### src/rtl/mem_access_unit.sv
// MEM stage: classifies EX/MEM ops, runs one bus transaction per aligned load/store,
// formats load data and drives the registered MEM/WB outputs.
module mem_access_unit (
  input  logic        clk,
  input  logic        rst_n,
  input  logic        ex_valid,
  input  logic [31:0] sum_out_in,
  input  logic [31:0] result_in,
  input  logic [31:0] imm_in,
  input  logic [4:0]  rd_in,
  input  logic        we_in,
  input  logic [1:0]  controlRF_in,
  input  logic [2:0]  Type_dm_in,
  input  logic [31:0] data2_in,
  input  logic        store_in,
  output logic        stall_o,
  output logic        mem_req,
  output logic        mem_we,
  output logic [31:0] mem_addr,
  output logic [3:0]  mem_wstrb,
  output logic [31:0] mem_wdata,
  input  logic        mem_ready,
  input  logic [31:0] mem_rdata,
  output logic        wb_valid,
  output logic [4:0]  wb_rd,
  output logic        wb_we,
  output logic [31:0] wb_data,
  output logic        misalign_o
);

  typedef enum logic {S_IDLE, S_WAIT} state_t;

  state_t      state_q;
  logic        mem_req_q, mem_we_q, wb_valid_q, wb_we_q, misalign_q;
  logic [31:0] mem_addr_q, mem_wdata_q, wb_data_q;
  logic [3:0]  mem_wstrb_q;
  logic [4:0]  wb_rd_q;

  logic        memop, misal, sz_byte, sz_half, sz_word;
  logic [3:0]  wstrb_d;
  logic [31:0] wdata_d, load_d, wb_data_d, rdata_shift;
  logic [7:0]  ld_byte;
  logic [15:0] ld_half;

  // Funct3 low bits give the access size; 011/110/111 fall into the word bucket.
  assign sz_byte = (Type_dm_in[1:0] == 2'b00);
  assign sz_half = (Type_dm_in[1:0] == 2'b01);
  assign sz_word = Type_dm_in[1];
  assign misal   = (sz_half & result_in[0]) | (sz_word & (result_in[1:0] != 2'b00));
  assign memop   = ex_valid & (store_in | (controlRF_in == 2'b01));
  assign stall_o = rst_n & memop & ~misal & ~((state_q == S_WAIT) & mem_ready);

  always_comb begin
    wstrb_d = 4'b0000;
    wdata_d = data2_in;
    if (store_in) begin
      if (sz_byte) begin
        wstrb_d = 4'b0001 << result_in[1:0];
        wdata_d = {4{data2_in[7:0]}};
      end else if (sz_half) begin
        wstrb_d = result_in[1] ? 4'b1100 : 4'b0011;
        wdata_d = {2{data2_in[15:0]}};
      end else begin
        wstrb_d = 4'b1111;
      end
    end
  end

  assign rdata_shift = mem_rdata >> {result_in[1:0], 3'b000};
  assign ld_byte     = rdata_shift[7:0];
  assign ld_half     = result_in[1] ? mem_rdata[31:16] : mem_rdata[15:0];

  always_comb begin
    load_d = mem_rdata;
    if (sz_byte)      load_d = {{24{~Type_dm_in[2] & ld_byte[7]}}, ld_byte};
    else if (sz_half) load_d = {{16{~Type_dm_in[2] & ld_half[15]}}, ld_half};
  end

  always_comb begin
    wb_data_d = 32'd0;
    if (!store_in) begin
      case (controlRF_in)
        2'b00:   wb_data_d = result_in;
        2'b01:   wb_data_d = load_d;
        2'b10:   wb_data_d = sum_out_in;
        default: wb_data_d = imm_in;
      endcase
    end
  end

  always_ff @(posedge clk or negedge rst_n) begin
    if (!rst_n) begin
      state_q     <= S_IDLE;
      mem_req_q   <= 1'b0;
      mem_we_q    <= 1'b0;
      mem_addr_q  <= 32'd0;
      mem_wstrb_q <= 4'd0;
      mem_wdata_q <= 32'd0;
      wb_valid_q  <= 1'b0;
      wb_rd_q     <= 5'd0;
      wb_we_q     <= 1'b0;
      wb_data_q   <= 32'd0;
      misalign_q  <= 1'b0;
    end else begin
      wb_valid_q <= 1'b0;
      wb_we_q    <= 1'b0;
      misalign_q <= 1'b0;
      case (state_q)
        S_IDLE: begin
          if (memop && misal) begin
            wb_valid_q <= 1'b1;
            wb_rd_q    <= rd_in;
            wb_data_q  <= 32'd0;
            misalign_q <= 1'b1;
          end else if (memop) begin
            state_q     <= S_WAIT;
            mem_req_q   <= 1'b1;
            mem_we_q    <= store_in;
            mem_addr_q  <= {result_in[31:2], 2'b00};
            mem_wstrb_q <= wstrb_d;
            mem_wdata_q <= wdata_d;
          end else if (ex_valid) begin
            wb_valid_q <= 1'b1;
            wb_rd_q    <= rd_in;
            wb_we_q    <= we_in;
            wb_data_q  <= wb_data_d;
          end
        end
        S_WAIT: begin
          // mem_rdata only reaches wb_data on the completing edge.
          if (mem_ready) begin
            state_q    <= S_IDLE;
            mem_req_q  <= 1'b0;
            wb_valid_q <= 1'b1;
            wb_rd_q    <= rd_in;
            wb_we_q    <= we_in;
            wb_data_q  <= wb_data_d;
          end
        end
        default: state_q <= S_IDLE;
      endcase
    end
  end

  assign mem_req    = mem_req_q;
  assign mem_we     = mem_we_q;
  assign mem_addr   = mem_addr_q;
  assign mem_wstrb  = mem_wstrb_q;
  assign mem_wdata  = mem_wdata_q;
  assign wb_valid   = wb_valid_q;
  assign wb_rd      = wb_rd_q;
  assign wb_we      = wb_we_q;
  assign wb_data    = wb_data_q;
  assign misalign_o = misalign_q;

endmodule
### config.mk
export PLATFORM = sky130hd
export DESIGN_NAME = mem_access_unit
export DESIGN_NICKNAME = d
export VERILOG_FILES = /design/src/rtl/mem_access_unit.sv
export SDC_FILE = /design/constraint.sdc
export NUM_CORES = 1
export LEC_CHECK = 0
export CAP_MARGIN = 40
export CORE_AREA = 3 3 122 148
export CTS_BUF_LIST = sky130_fd_sc_hd__clkbuf_8 sky130_fd_sc_hd__clkbuf_16
export CTS_CLUSTER_DIAMETER = 50
export CTS_CLUSTER_SIZE = 20
export DETAILED_ROUTE_END_ITERATION = 10
export DIE_AREA = 0 0 125 151
export PLACE_DENSITY = 0.84
export SYNTH_ARGS = -nofsm -noshare
export SYNTH_HDL_FRONTEND = slang
export SYNTH_SLANG_ARGS = --single-unit
### constraint.sdc
create_clock -name clk -period 1.5 [get_ports clk]
set_clock_uncertainty 0.05 [all_clocks]
set_input_delay 0.15 -clock clk [delete_from_list [all_inputs] [get_ports clk]]
set_output_delay 0.15 -clock clk [all_outputs]
set_load 0.01 [all_outputs]
After elaboration in Yosys (flattened, before gate mapping)
Index checks and enable logic that the tools add are counted.
{"block": "totals", "ff_bits": 109, "output_inout_bits": 111, "in_bits": 176, "elab_cells": 86}
{"block": "classes", "n_shift": 2, "n_eq_ne": 8, "n_reduce_logical": 7, "n_bitwise": 16, "muxes": 42}
{"op": "$mux 32", "count": 10}
{"op": "$pmux 32 s3", "count": 1}
{"op": "$pmux 32 s2", "count": 1}
{"op": "$shr 32x5->8", "count": 1}
{"op": "$mux 5", "count": 4}
{"op": "$mux 1", "count": 16}
{"op": "$mux 16", "count": 1}
{"op": "$mux 4", "count": 4}
{"op": "$pmux 5 s2", "count": 1}
{"op": "$and 1x1->1", "count": 9}
{"op": "$reduce_and 3->1", "count": 3}
{"op": "$pmux 1 s2", "count": 4}
{"op": "$ne 2x2->1 const B", "count": 3}
{"op": "$ne 3x3->1 const B", "count": 2}
{"op": "$not 1->1", "count": 5}
{"op": "$eq 2x1->1 const B", "count": 2}
{"op": "$logic_not 2->1", "count": 2}
{"op": "$shl 1x2->4 const A", "count": 1}
{"op": "$eq 2x2->1 const B", "count": 1}
{"op": "$or 1x1->1", "count": 2}
{"op": "$reduce_bool 2->1", "count": 1}
{"op": "$logic_and 1x1->1", "count": 1}

Logic depth before layout (Yosys ltp)
Gate-level depths: netlist of the first run.
{"block": "logic_depth", "word_depth": 10, "ltp_mapped": 8, "mapped_depth_nobuf": 5}

Worst setup path after synthesis of the first run
OpenSTA, ideal clock, no wires.
{"block": "synth_path", "path_type": "input to register", "startpoint": "input controlRF_in[0]", "endpoint": "register wb_data_q[22] (netlist: wb_data[22])", "path_buffers": 2, "path_stages": 5, "setup_time_ps": 126, "arrival_time_ps": 1439, "setup_slack_ps": -115, "required_ps": 1324, "path_cell_list": "buf_4 -> clkbuf_1 -> mux2_2 -> a22o_1 -> a221o_1"}
{"block": "synth_between", "elab_chain_cells": 7, "elab_cells_between_ends": 16, "classes_between": "eq/ne (4); mux (7); bitwise (2); reduce/logical (3)"}
{"item": "start, declared", "line": "12", "source": "input logic [1:0] controlRF_in,"}
{"item": "$eq 2x2->1 (tied with other cells)", "line": "82", "source": "case (controlRF_in)"}
{"item": "$pmux 32 s3", "line": "82"}
{"item": "$mux 32", "line": "81", "source": "if (!store_in) begin"}
{"item": "$mux 32", "line": "122", "source": "end else if (ex_valid) begin"}
{"item": "$mux 32", "line": "115", "source": "end else if (memop) begin"}
{"item": "$mux 32", "line": "110", "source": "if (memop && misal) begin"}
{"item": "$pmux 32 s2", "line": "108", "source": "case (state_q)"}
{"item": "end signal, assigned", "line": "126", "source": "wb_data_q <= wb_data_d;"}
{"item": "end signal, assigned", "line": "137", "source": "wb_data_q <= wb_data_d;"}
{"item": "end, declared", "line": "35", "source": "logic [31:0] mem_addr_q, mem_wdata_q, wb_data_q;"}
Several ways; a longest one is shown, not always the timed one. The select of a mux whose other input is x is not followed.
A chain may end at the register's enable or synchronous reset.

Final worst setup path of the first run
{"block": "layout_path", "startpoint": "register state_q", "endpoint": "register mem_wdata_q[0] (netlist: mem_wdata[0])"}
{"block": "layout_between", "elab_chain_cells": 2}
{"item": "start, declared", "line": "33", "source": "state_t state_q;"}
{"item": "start signal, assigned", "line": "93", "source": "state_q <= S_IDLE;"}
{"item": "start signal, assigned", "line": "116", "source": "state_q <= S_WAIT;"}
{"item": "start signal, assigned", "line": "132", "source": "state_q <= S_IDLE;"}
{"item": "$not 1->1 (no source line)"}
{"item": "$reduce_and 3->1 (no source line)"}
{"item": "end signal, assigned", "line": "121", "source": "mem_wdata_q <= wdata_d;"}
{"item": "end, declared", "line": "35"}
No other way between the ends.

==> summary.md, run 1 <==
| Metric | Value |
|---|---|
| Max Clk Rate | 632 MHz |
| Slew of the pin with the lowest slew margin | 0.607 ns |
| Reg2Reg Depth | 6 |
| Worst hold margin | 0.279 ns |
| Switching share of power | 0.310 |
| Slowest CP cell | dfrtp_1 |
| Clock Path Buffers | 2 |
| HPWL Detailed | 19800 µm |
| DRC violations left | 0 |
| Detail-routed via count per cell | 5.85 |
| Max-slew violations | 0 |
| Comb pwr share | 0.401 |
| CTS Buf Count | 9 |
| Reg-to-reg startpoint | state_q$_DFF_PN0_ |
| CP delay by family, top | flip-flops |
| Initial antenna violation count | 2 |
| 1st-iter DRT viols | 583 |
| Worst Hold End | wb_we$_DFF_PN0_ |
| CP Launch Type | register |
| Endpoints failing hold | 0 |
| Starting Density | 0.377 |
| Setup-failing EPs final | 46 |
| Final wirelength | 27800 µm |
| FF-to-FF End | mem_wdata[0]$_DFFE_PN0P_ |
| Failing checks | setup timing |
| Crit path top cell by count | buf_12 |
| Setup CP Type | register to register |
| Post-Synthesis Cells | 591 |
| PortBufs | 284 |
| Synth top area cells | dfrtp_1, mux2_2, mux2i_1 |
| Final net count | 1129 |
| Global route total overflow | 0 |
| Synthesis-to-layout area growth | 74.8% |
| Hold Path Class | input pin to register |
| Int Pwr | 7.84 mW |
| Yosys cell types | 56 |
| Detailed Routing Iterations Pass 1 | 6 |
| Leak pwr | 5.21 nW |
| Flop pwr share | 0.356 |
| Post-synthesis sequential area ratio | 0.431 |
| R2R Setup Slk | -0.08 ns |
| Multi-input gate area | 3490 µm² |
| Reg clk slew, reported paths | 0.08 ns |
| Post-DRT Antenna Nets | 0 |
| Die extent in x | 125 µm |
| Number of warnings issued by yosys | 0 |
| Max-cap violations | 0 |
| WL per Instance | 23.7 µm |
| Fin crit period | 1.58 ns |
| First-pass GRT wire length | 41300 µm |
| Synth Area per Inst | 10.7 µm² |
| Largest net degree at the start of global routing | 110 |
| CP Buf/Inv Count | 3 |
| Critical path fanouts, max | 6 |
| I/O pins | 287 |
| Clk pwr share | 0.243 |
| # fillers | 1284 |
| Mapped Area | 6320 µm² |
| P_sw | 3.52 mW |
| Setup WS post-layout | -0.0814 ns |
| Worst Setup End Kind | register |
| Leading area contributor after synthesis | dfrtp_1 |
| Worst path cell trace | nand2b_4 > nor2_4 > buf_12 > buf_8 > buf_12 > mux2_4 |
| Skew-Pair Late Insertion Delay | 0.36 ns |
| Setup TNS | -1.99 ns |
| CTS Root Cell | clkbuf_16 |
| Outcome | finished with violations |
| RD Place Congestion | 0.921 |
| Tcrit/Tclk final | 1.05 |
| FF+latch count, synth | 109 |
| Die Height | 151 µm |
| Clock sink count | 109 |
| WP depth | 6 |
| Area of the die | 18900 µm² |
| Unrepaired setup endpoints after global routing | true |
| Core ar. | 16800 µm² |
| Seq. cell area | 2730 µm² |
| Hold path startpoint | we_in |
| Vias post-DR | 6869 |
| Hold-critical path depth | 2 |
| H-tree depth | 3 |
| Worst rel slew slack | 0.595 |
| CTS tree | yes |
| CP peak stage delay | 0.42 ns |
| GRT Util Overall | 0.282 |
| Vias in the first global route | 7098 |
| Power per standard cell area | 1030 nW/µm² |
| CP required | 1.70 ns |
| Share of cells above drive strength 1 | 0.257 |
| Peak supply drop | 0.688 mV |
| Row cnt | 52 |
| CP arrival | 1.78 ns |
| Synth top area share | 0.431 |
-- worst reg2reg max path: stages, from the launching register on --
cell      delay, ns
dfrtp_1        0.42
nand2b_4       0.18
nor2_4         0.14
buf_12         0.12
buf_8          0.11
buf_12         0.14
mux2_4         0.31
-- cell type report --
type	count	share of cell area
timing repair buffer	406	0.377
multi-input combinational	412	0.316
sequential	109	0.247
tap	216	0.0245
clock buffer	10	0.0216
clock inverter	6	0.00861
inverter	15	0.00566
antenna	1	0.000226
-- what timing repair did --
action,4_1_cts,5_1_grt
resized for setup,101,64
cloned,6,3
hold endpoints to repair,109,0
hold buffers,1,0
buffers inserted,16,0
pin swaps,5,4
endpoints found under the setup margin,115,142
-- synthesized netlist by cell type, drive strengths merged --
cell and number:
a211o 1, a21oi 61, a221o 29, a22o 23, a22oi 5, a31oi 20
a32o 12, and2 2, buf 36, clkbuf 21, clkinv 1, conb 1
dfrtp 109, inv 14, mux2 63, mux2i 34, mux4 8, nand2 30
nand2b 5, nand3 2, nand3b 2, nand4 2, nor2 29, nor2b 5
nor3b 3, nor4 1, o2111ai 6, o211a 1, o211ai 4, o21a 7
o21ai 29, o221ai 2, o22a 1, o22ai 2, o2bb2ai 3, o31ai 9
o32a 1, o41ai 1, or2 2, or3 1, or3b 1, or4 1
or4b 1
-- registers in the layout (all words and copies together) (netlist names) --
name	count
mem_addr	30
mem_req	1
mem_wdata	32
mem_we	1
mem_wstrb	4
misalign_o	1
state_q	1
wb_data	32
wb_rd	5
wb_valid	1
wb_we	1
-- worst max-delay path by stage --
| stage | start | end | slack [ns] |
|---|---|---|---|
| finish | state_q$_DFF_PN0_ | mem_wdata[0]$_DFFE_PN0P_ | -0.08 |
| global route | state_q$_DFF_PN0_ | mem_wdata[7]$_DFFE_PN0P_ | -0.14 |
| CTS | state_q$_DFF_PN0_ | stall_o | -0.13 |
| detailed placement | result_in[0] | wb_data[14]$_DFFE_PN0P_ | -0.68 |
| global placement | result_in[0] | wb_data[14]$_DFFE_PN0P_ | -0.65 |
| floorplan | result_in[1] | mem_addr[29]$_DFFE_PN0P_ | -0.02 |
-- cell usage in the layout (no fill, tap or decap), types with 4 or more instances in the layout --
master           synthesis  layout
a21oi_1                 59      57
a221o_1                 29      29
a22o_1                  23      23
a22oi_1                  5       5
a31oi_1                 19      19
a32o_1                  12      10
buf_12                   0      18
buf_4                   10      91
buf_6                    2       4
buf_8                    0       5
clkbuf_16                0      11
clkdlybuf4s50_1          0     197
dfrtp_1                109     109
dlygate4sd2_1            0      35
dlymetal6s2s_1           0      46
inv_1                   12      12
mux2_2                  63      22
mux2_4                   0      41
mux2i_1                 34      34
mux4_2                   6       8
nand2_1                 30      29
nor2_1                  27      25
o2111ai_1                5       5
o211ai_1                 4       4
o21a_1                   7       7
o21ai_0                 28      26
o31ai_1                  9       9
-- stage by stage --
stage	power (mW)	utilization	cells	area [µm²]	setup WS, ns
after floorplan	5.74	-	592	6430	-0.0202
after global placement	8.35	0.602	1135	10100	-0.649
after detailed placement	8.46	0.602	1135	10100	-0.681
after CTS	11.5	0.650	1174	10900	-0.131
after global routing	11.9	0.658	1175	11000	-0.139
final	11.4	0.658	1175	11000	-0.0814
-- routing by layer --
layer  up-vias  track usage  share of wire
met5         -            0        0.00047
met3        91       0.0808           0.10
met1      3318        0.323           0.36
li1       2989            -              -
met4         2       0.0938          0.034
met2       469        0.507           0.51
-- kinds of logic after synthesis --
| family | after synthesis | synth area share |
|---|---|---|
| AO/OA/AOI/OAI | 217 | 0.250 |
| flip-flops | 109 | 0.431 |
| multiplexers | 105 | 0.196 |
| AND/OR/NAND/NOR | 87 | 0.0673 |
| buffers and inverters | 72 | 0.0554 |
| other | 1 | 0.000593 |
-- power groups by stage --
stage | clock network [mW] | registers [mW] | logic (mW)
6_report | 2.76 | 4.05 | 4.55
5_1_grt | 2.93 | 4.13 | 4.83
4_1_cts | 2.81 | 4.05 | 4.61
3_5_place_dp | 0 | 4.08 | 4.37
3_3_place_gp | 0 | 4.05 | 4.30
2_1_floorplan | 0 | 4.38 | 1.36
No activity file was read; power rests on OpenSTA's default activity.
==> inputs of run 2 (changes only) <==
- CTS_CLUSTER_SIZE: 20 -> not set
- PLACE_DENSITY: 0.84 -> 0.76
==> summary.md, run 2 (same netlist as run 1, synthesis figures left out) <==
| Metric | Value |
|---|---|
| Seq. cell area | 2730 µm² (unchanged) |
| Detail-routed via count per cell | 5.67 (-3.1%) |
| Reg2Reg Depth | 6 (unchanged) |
| Reg clk slew, reported paths | 0.08 ns (about the same) |
| PortBufs | 284 (unchanged) |
| # fillers | 1337 (+4.1%) |
| Dpl cell area | 10100 µm² (-0.27%) |
| Global route total overflow | 0 (unchanged) |
| Hold-critical path depth | 2 (unchanged) |
| Critical path fanouts, max | 5 (-1) |
| Fin crit period | 1.58 ns (-0.00277 ns) |
| First-pass GRT wire length | 37400 µm (-9.3%) |
| CP Launch Type | register |
| CP arrival | 1.78 ns (about the same) |
| Worst Setup End Kind | register |
| Synthesis-to-layout area growth | 74.0% |
| Outcome | finished with violations |
| GRT Util Overall | 0.255 (-0.0263) |
| Initial antenna violation count | 3 (+1) |
| CP required | 1.70 ns (about the same) |
| HPWL Detailed | 19000 µm (-4.0%) |
| Placed cells | 1133 (-0.18%) |
| Worst rel slew slack | 0.597 (+0.00194) |
| Final net count | 1129 (unchanged) |
| Share of cells above drive strength 1 | 0.257 (unchanged) |
| RD Place Congestion | 0.861 (-6.5%) |
| Setup-failing EPs final | 58 (+26%) |
| Most frequent cells in the layout | clkdlybuf4s50_1, dfrtp_1, buf_4 |
| Die extent in x | 125 µm (unchanged) |
| Endpoints failing hold | 0 (unchanged) |
| Die Height | 151 µm (unchanged) |
| Hold Path Class | input pin to register |
| Final wirelength | 27000 µm (-3.1%) |
| Commonest non-fill, non-tap cell in the layout | clkdlybuf4s50_1 |
| 1st-iter DRT viols | 455 (-22%) |
| Clock sink count | 109 (unchanged) |
| Vias post-DR | 6665 (-3.0%) |
| Worst hold margin | 0.286 ns (+0.00735 ns) |
| Row cnt | 52 (unchanged) |
| Vias in the first global route | 6623 (-6.7%) |
| Area of the die | 18900 µm² (unchanged) |
| Slew of the pin with the lowest slew margin | 0.604 ns (-0.00292 ns) |
| H-tree depth | 3 (unchanged) |
| Multi-input gate area | 3460 µm² (-0.93%) |
| Tcrit/Tclk final | 1.05 (-0.00184) |
| I/O pins | 287 (unchanged) |
| Clock Path Buffers | 2 (unchanged) |
| Max Clk Rate | 633 MHz (+0.18%) |
| Failing checks | setup timing |
| Final non-filler cell total | 1176 (+0.085%) |
| Setup WS post-layout | -0.0787 ns (+0.00277 ns) |
| Peak supply drop | 0.648 mV (-5.7%) |
| Design Area, Final | 11000 µm² (-0.43%) |
| Detailed Routing Iterations Pass 1 | 5 (-1) |
| CTS Root Cell | clkbuf_16 |
| WL per Instance | 22.9 µm (-3.2%) |
| Starting Density | 0.377 (unchanged) |
| CTS tree | yes |
| Power per standard cell area | 1010 nW/µm² (-1.9%) |
| CTS Buf Count | 9 (unchanged) |
| Leak pwr | 5.11 nW (-1.9%) |
| DRC violations left | 0 (unchanged) |
| Setup CP Type | register to register |
| Core ar. | 16800 µm² (unchanged) |
| R2R Setup Slk | -0.08 ns (about the same) |
| Skew-Pair Late Insertion Delay | 0.35 ns (about the same) |
| Max-slew violations | 0 (unchanged) |
| Largest net degree at the start of global routing | 110 (unchanged) |
| Post-DRT Antenna Nets | 0 (unchanged) |
| Max-cap violations | 0 (unchanged) |
| Unrepaired setup endpoints after global routing | true |
run 2: cell types whose count changed in the layout (fill, tap and decap cells not counted), moves of 3 or more:
cell / before / now
clkbuf_16: 11 / 15
buf_12: 18 / 15
clkdlybuf4s50_1: 197 / 217
mux2_4: 41 / 29
dlygate4sd2_1: 35 / 18
dlymetal6s2s_1: 46 / 42
o2111ai_2: 0 / 4
buf_8: 5 / 2
buf_6: 4 / 7
mux2_2: 22 / 34
o2111ai_1: 5 / 2
run 2: what timing repair did:
action | in CTS | in global routing
endpoints found under the hold margin | 109 | 0
endpoints found under the setup margin | 101 | 115
cloned | 2 | 7
hold buffers | 1 | 0
gates resized for setup | 33 | 95
pin swaps | 5 | 11
buffers inserted | 4 | 11
run 2: cell type report:
cell class | count | share of cell area
multi-input combinational | 412 | 0.314
tap | 216 | 0.0246
clock inverter | 7 | 0.00614
sequential | 109 | 0.248
clock buffer | 9 | 0.0205
antenna | 2 | 0.000455
inverter | 15 | 0.00535
timing repair buffer | 406 | 0.381
run 2: power breakdown:
group,switching (mW),total (mW),internal [mW]
Combinational,1.86,4.59,2.74
Clock,1.18,2.48,1.29
Sequential,0.387,4.03,3.64
run 2: stage by stage:
| step | setup TNS (ns) | utilization | power [mW] | setup WS, ns |
|---|---|---|---|---|
| final | -3.14 | 0.655 | 11.1 | -0.0787 |
| after global routing | -6.20 | 0.655 | 11.6 | -0.121 |
| after CTS | -0.226 | 0.622 | 10.9 | -0.0271 |
| after detailed placement | -54.83 | 0.600 | 8.42 | -0.663 |
| after global placement | -52.85 | 0.600 | 8.33 | -0.636 |
| after floorplan | -0.0404 | - | 5.74 | -0.0202 |
run 2: worst max-delay path: stages (launching register included):
cell and delay (ns):
dfrtp_1 0.40, nand2b_4 0.17, nor2_4 0.13, buf_12 0.14
buf_12 0.13, clkbuf_16 0.15, mux2_4 0.30
run 2: path summary, 6_finish.rpt:
kind,start,to
max,state_q$_DFF_PN0_,mem_addr[13]$_DFFE_PN0P_
min reg2reg,wb_data[10]$_DFFE_PN0P_,wb_data[10]$_DFFE_PN0P_
min in group asynchronous,rst_n,wb_rd[3]$_DFFE_PN0P_
min,we_in,wb_we$_DFF_PN0_
max reg2reg,state_q$_DFF_PN0_,mem_addr[13]$_DFFE_PN0P_
max in group asynchronous,rst_n,wb_data[4]$_DFFE_PN0P_
run 2: routing by layer:
| metal | GRT usage | up-vias | wire, µm |
|---|---|---|---|
| li1 | - | 2995 | - |
| met1 | 0.291 | 3259 | 9990 |
| met2 | 0.457 | 345 | 13700 |
| met3 | 0.0780 | 64 | 2450 |
| met4 | 0.0889 | 2 | 821 |
| met5 | 0 | - | 13 |
==> inputs of run 3 (changes only) <==
- CELL_PAD_IN_SITES_DETAIL_PLACEMENT: not set -> 1
- CELL_PAD_IN_SITES_GLOBAL_PLACEMENT: not set -> 1
- CORE_AREA: 3 3 122 148 -> 3 3 142 171
- CTS_CLUSTER_SIZE: not set -> 40
- DIE_AREA: 0 0 125 151 -> 0 0 145 174
- PLACE_DENSITY: 0.76 -> not set
- PLACE_DENSITY_LB_ADDON: not set -> 0.1
==> summary.md, run 3 (same netlist as run 1, synthesis figures left out) <==
| Metric | Value |
|---|---|
| Outcome | finished with violations |
| Failing checks | setup timing |
| Crit path to | wb_data[30]$_DFFE_PN0P_ |
| I/O pins | 287 (unchanged) |
| Setup WS post-layout | -0.0710 ns (+0.00763 ns) |
| Core Util, Final | 0.499 (-0.157) |
| Area of the die | 25200 µm² (+34%) |
| Detail-routed via count per cell | 5.24 (-7.6%) |
| Worst setup path startpoint | state_q$_DFF_PN0_ |
| RD Place Congestion | 0.929 (+7.8%) |
| Max-slew violations | 0 (unchanged) |
| Vias post-DR | 6697 (+0.48%) |
| Max Clk Rate | 637 MHz (+0.49%) |
| Clock sink count | 109 (unchanged) |
| Starting Density | 0.280 (-0.0969) |
| Grt peak-use layer | met2 |
| H-tree depth | 3 (unchanged) |
| GRT Util Overall | 0.231 (-0.0245) |
| Peak supply drop | 0.549 mV (-15%) |
| CTS Buf Count | 9 (unchanged) |
| CP peak stage delay | 0.39 ns (about the same) |
| Met2 usage | 0.400 (-0.0566) |
| Leak pwr | 5.36 nW (+4.9%) |
| 1st-iter DRT viols | 335 (-26%) |
| Hold Path Class | input pin to register |
| FF-to-FF End | wb_data[30]$_DFFE_PN0P_ |
| Setup-failing EPs final | 41 (-29%) |
| CTS tree | yes |
| Setup CP Type | register to register |
| Reg-to-reg startpoint | state_q$_DFF_PN0_ |
| Die extent in x | 145 µm (+16%) |
| Clk pwr share | 0.221 (-0.002) |
| Slowest CP cell | dfrtp_1 |
| Commonest non-fill, non-tap cell in the layout | clkdlybuf4s50_1 |
| Detailed Routing Iterations Pass 1 | 4 (-1) |
| Tcrit/Tclk final | 1.05 (-0.00509) |
| Post-DRT Antenna Nets | 0 (unchanged) |
| Clock Path Buffers | 2 (unchanged) |
| Largest net degree at the start of global routing | 110 (unchanged) |
| CP required | 1.68 ns (-0.02 ns) |
| Fin crit period | 1.57 ns (-0.00763 ns) |
| Synthesis-to-layout area growth | 78.3% |
| Crit path top cell by count | buf_4 |
| Slew of the pin with the lowest slew margin | 0.655 ns (+0.0511 ns) |
| P_sw | 3.63 mW (+5.8%) |
| Worst rel slew slack | 0.563 (-0.0341) |
| PortBufs | 284 (unchanged) |
| CP Launch Type | register |
| Skew-Pair Late Insertion Delay | 0.35 ns (about the same) |
| Design Area, Final | 11300 µm² (+2.5%) |
| Int Pwr | 7.58 mW (-1.2%) |
| Worst Setup End Kind | register |
| CP arrival | 1.75 ns (-0.03 ns) |
| Switching share of power | 0.323 (+0.0148) |
| Ant diodes | 0 (-2) |
| Comb pwr share | 0.417 (+0.003) |
| GR Util met3 | 0.0608 (-0.0172) |
| HPWL Detailed | 22100 µm (+16%) |
| Most frequent cells in the layout | clkdlybuf4s50_1, dfrtp_1, buf_4 |
| Flop pwr share | 0.362 (about the same) |
| Final wirelength | 30600 µm (+13%) |
| Share of cells above drive strength 1 | 0.265 (+0.00844) |
| CTS Root Cell | clkbuf_16 |
| Unrepaired setup endpoints after global routing | true |
| Critical path fanouts, max | 21 (+16) |
| Power per standard cell area | 994 nW/µm² (-1.4%) |
| R2R Setup Slk | -0.07 ns (about the same) |
| DRC violations left | 0 (unchanged) |
| Global route total overflow | 0 (unchanged) |
| WL per Instance | 23.9 µm (+4.3%) |
| Reg2Reg Depth | 6 (unchanged) |
| Max-cap violations | 0 (unchanged) |
| Die Height | 174 µm (+15%) |
| Reg clk slew, reported paths | 0.08 ns (about the same) |
| Endpoints failing hold | 0 (unchanged) |
| M1 GR Usage | 0.272 (-0.0183) |
| Row cnt | 60 (+15%) |
| Initial antenna violation count | 0 (-3) |
| Dpl cell area | 10200 µm² (+1.3%) |
| Vias in the first global route | 7528 (+14%) |
| Core ar. | 22600 µm² (+35%) |
| Final net count | 1141 (+1.1%) |
| Worst path cell trace | buf_4 > nor2b_1 > buf_4 > a21oi_4 > buf_12 > a221o_1 |
| First-pass GRT wire length | 45500 µm (+22%) |
[run 3: how the worst min path moves through the flow]
stage	startpoint	to	slack [ns]	cells after the start
after global placement	rst_n	mem_addr[6]$_DFFE_PN0P_	0.29	2
final	store_in	mem_wstrb[0]$_DFFE_PN0P_	0.29	3
after floorplan	rst_n	mem_addr[10]$_DFFE_PN0P_	-0.20	0
after global routing	store_in	mem_wstrb[0]$_DFFE_PN0P_	0.30	3
after CTS	store_in	mem_wstrb[0]$_DFFE_PN0P_	0.28	3
after detailed placement	rst_n	mem_addr[5]$_DFFE_PN0P_	0.30	2
[run 3: power groups by stage]
| stage | registers, mW | logic (mW) | clock network, mW |
|---|---|---|---|
| after floorplan | 4.38 | 1.36 | 0 |
| final | 4.06 | 4.67 | 2.48 |
| after global routing | 4.15 | 4.97 | 2.67 |
| after global placement | 4.06 | 4.40 | 0 |
| after detailed placement | 4.11 | 4.47 | 0 |
| after CTS | 4.06 | 4.64 | 2.56 |
[run 3: stage by stage]
stage               cells  setup TNS, ns  hold slack, ns  worst slack [ns]  power [mW]
global route         1279          -5.46           0.303            -0.143        11.8
floorplan             592        -0.0404          -0.196           -0.0202        5.74
CTS                  1276          -2.05           0.284           -0.0814        11.3
global placement     1236         -60.74           0.288            -0.688        8.46
finish               1279          -1.39           0.290           -0.0710        11.2
detailed placement   1236         -65.03           0.297            -0.775        8.58
[run 3: area by class of cell]
type | count | area, µm²
clock inverter | 4 | 37.5
sequential | 109 | 2730
inverter | 15 | 58.8
clock buffer | 11 | 253
timing repair buffer | 419 | 4260
fill | 2426 | 11300
multi-input combinational | 411 | 3550
tap | 310 | 388
[run 3: what timing repair did]
item                                   in CTS  in global routing
gates resized for setup                   106                 83
hold buffers                                1                  0
setup endpoints to repair                 131                144
pin swaps                                  10                  7
cloned                                      6                  4
endpoints found under the hold margin     109                  0
buffers inserted                           18                  2
[run 3: layer usage]
layer	routed length [µm]	vias to the layer above
li1	-	3011
met1	12400	3379
met2	15300	261
met3	1930	46
met4	968	0
met5	0	-
[run 3: worst max-delay path: cells and delay by family (launching register included)]
kind	cells	cell delay, ns
AOI/OAI and AO/OA	2	0.43
buffers and inverters	3	0.46
DFF	1	0.39
and+or+nand+nor	1	0.11
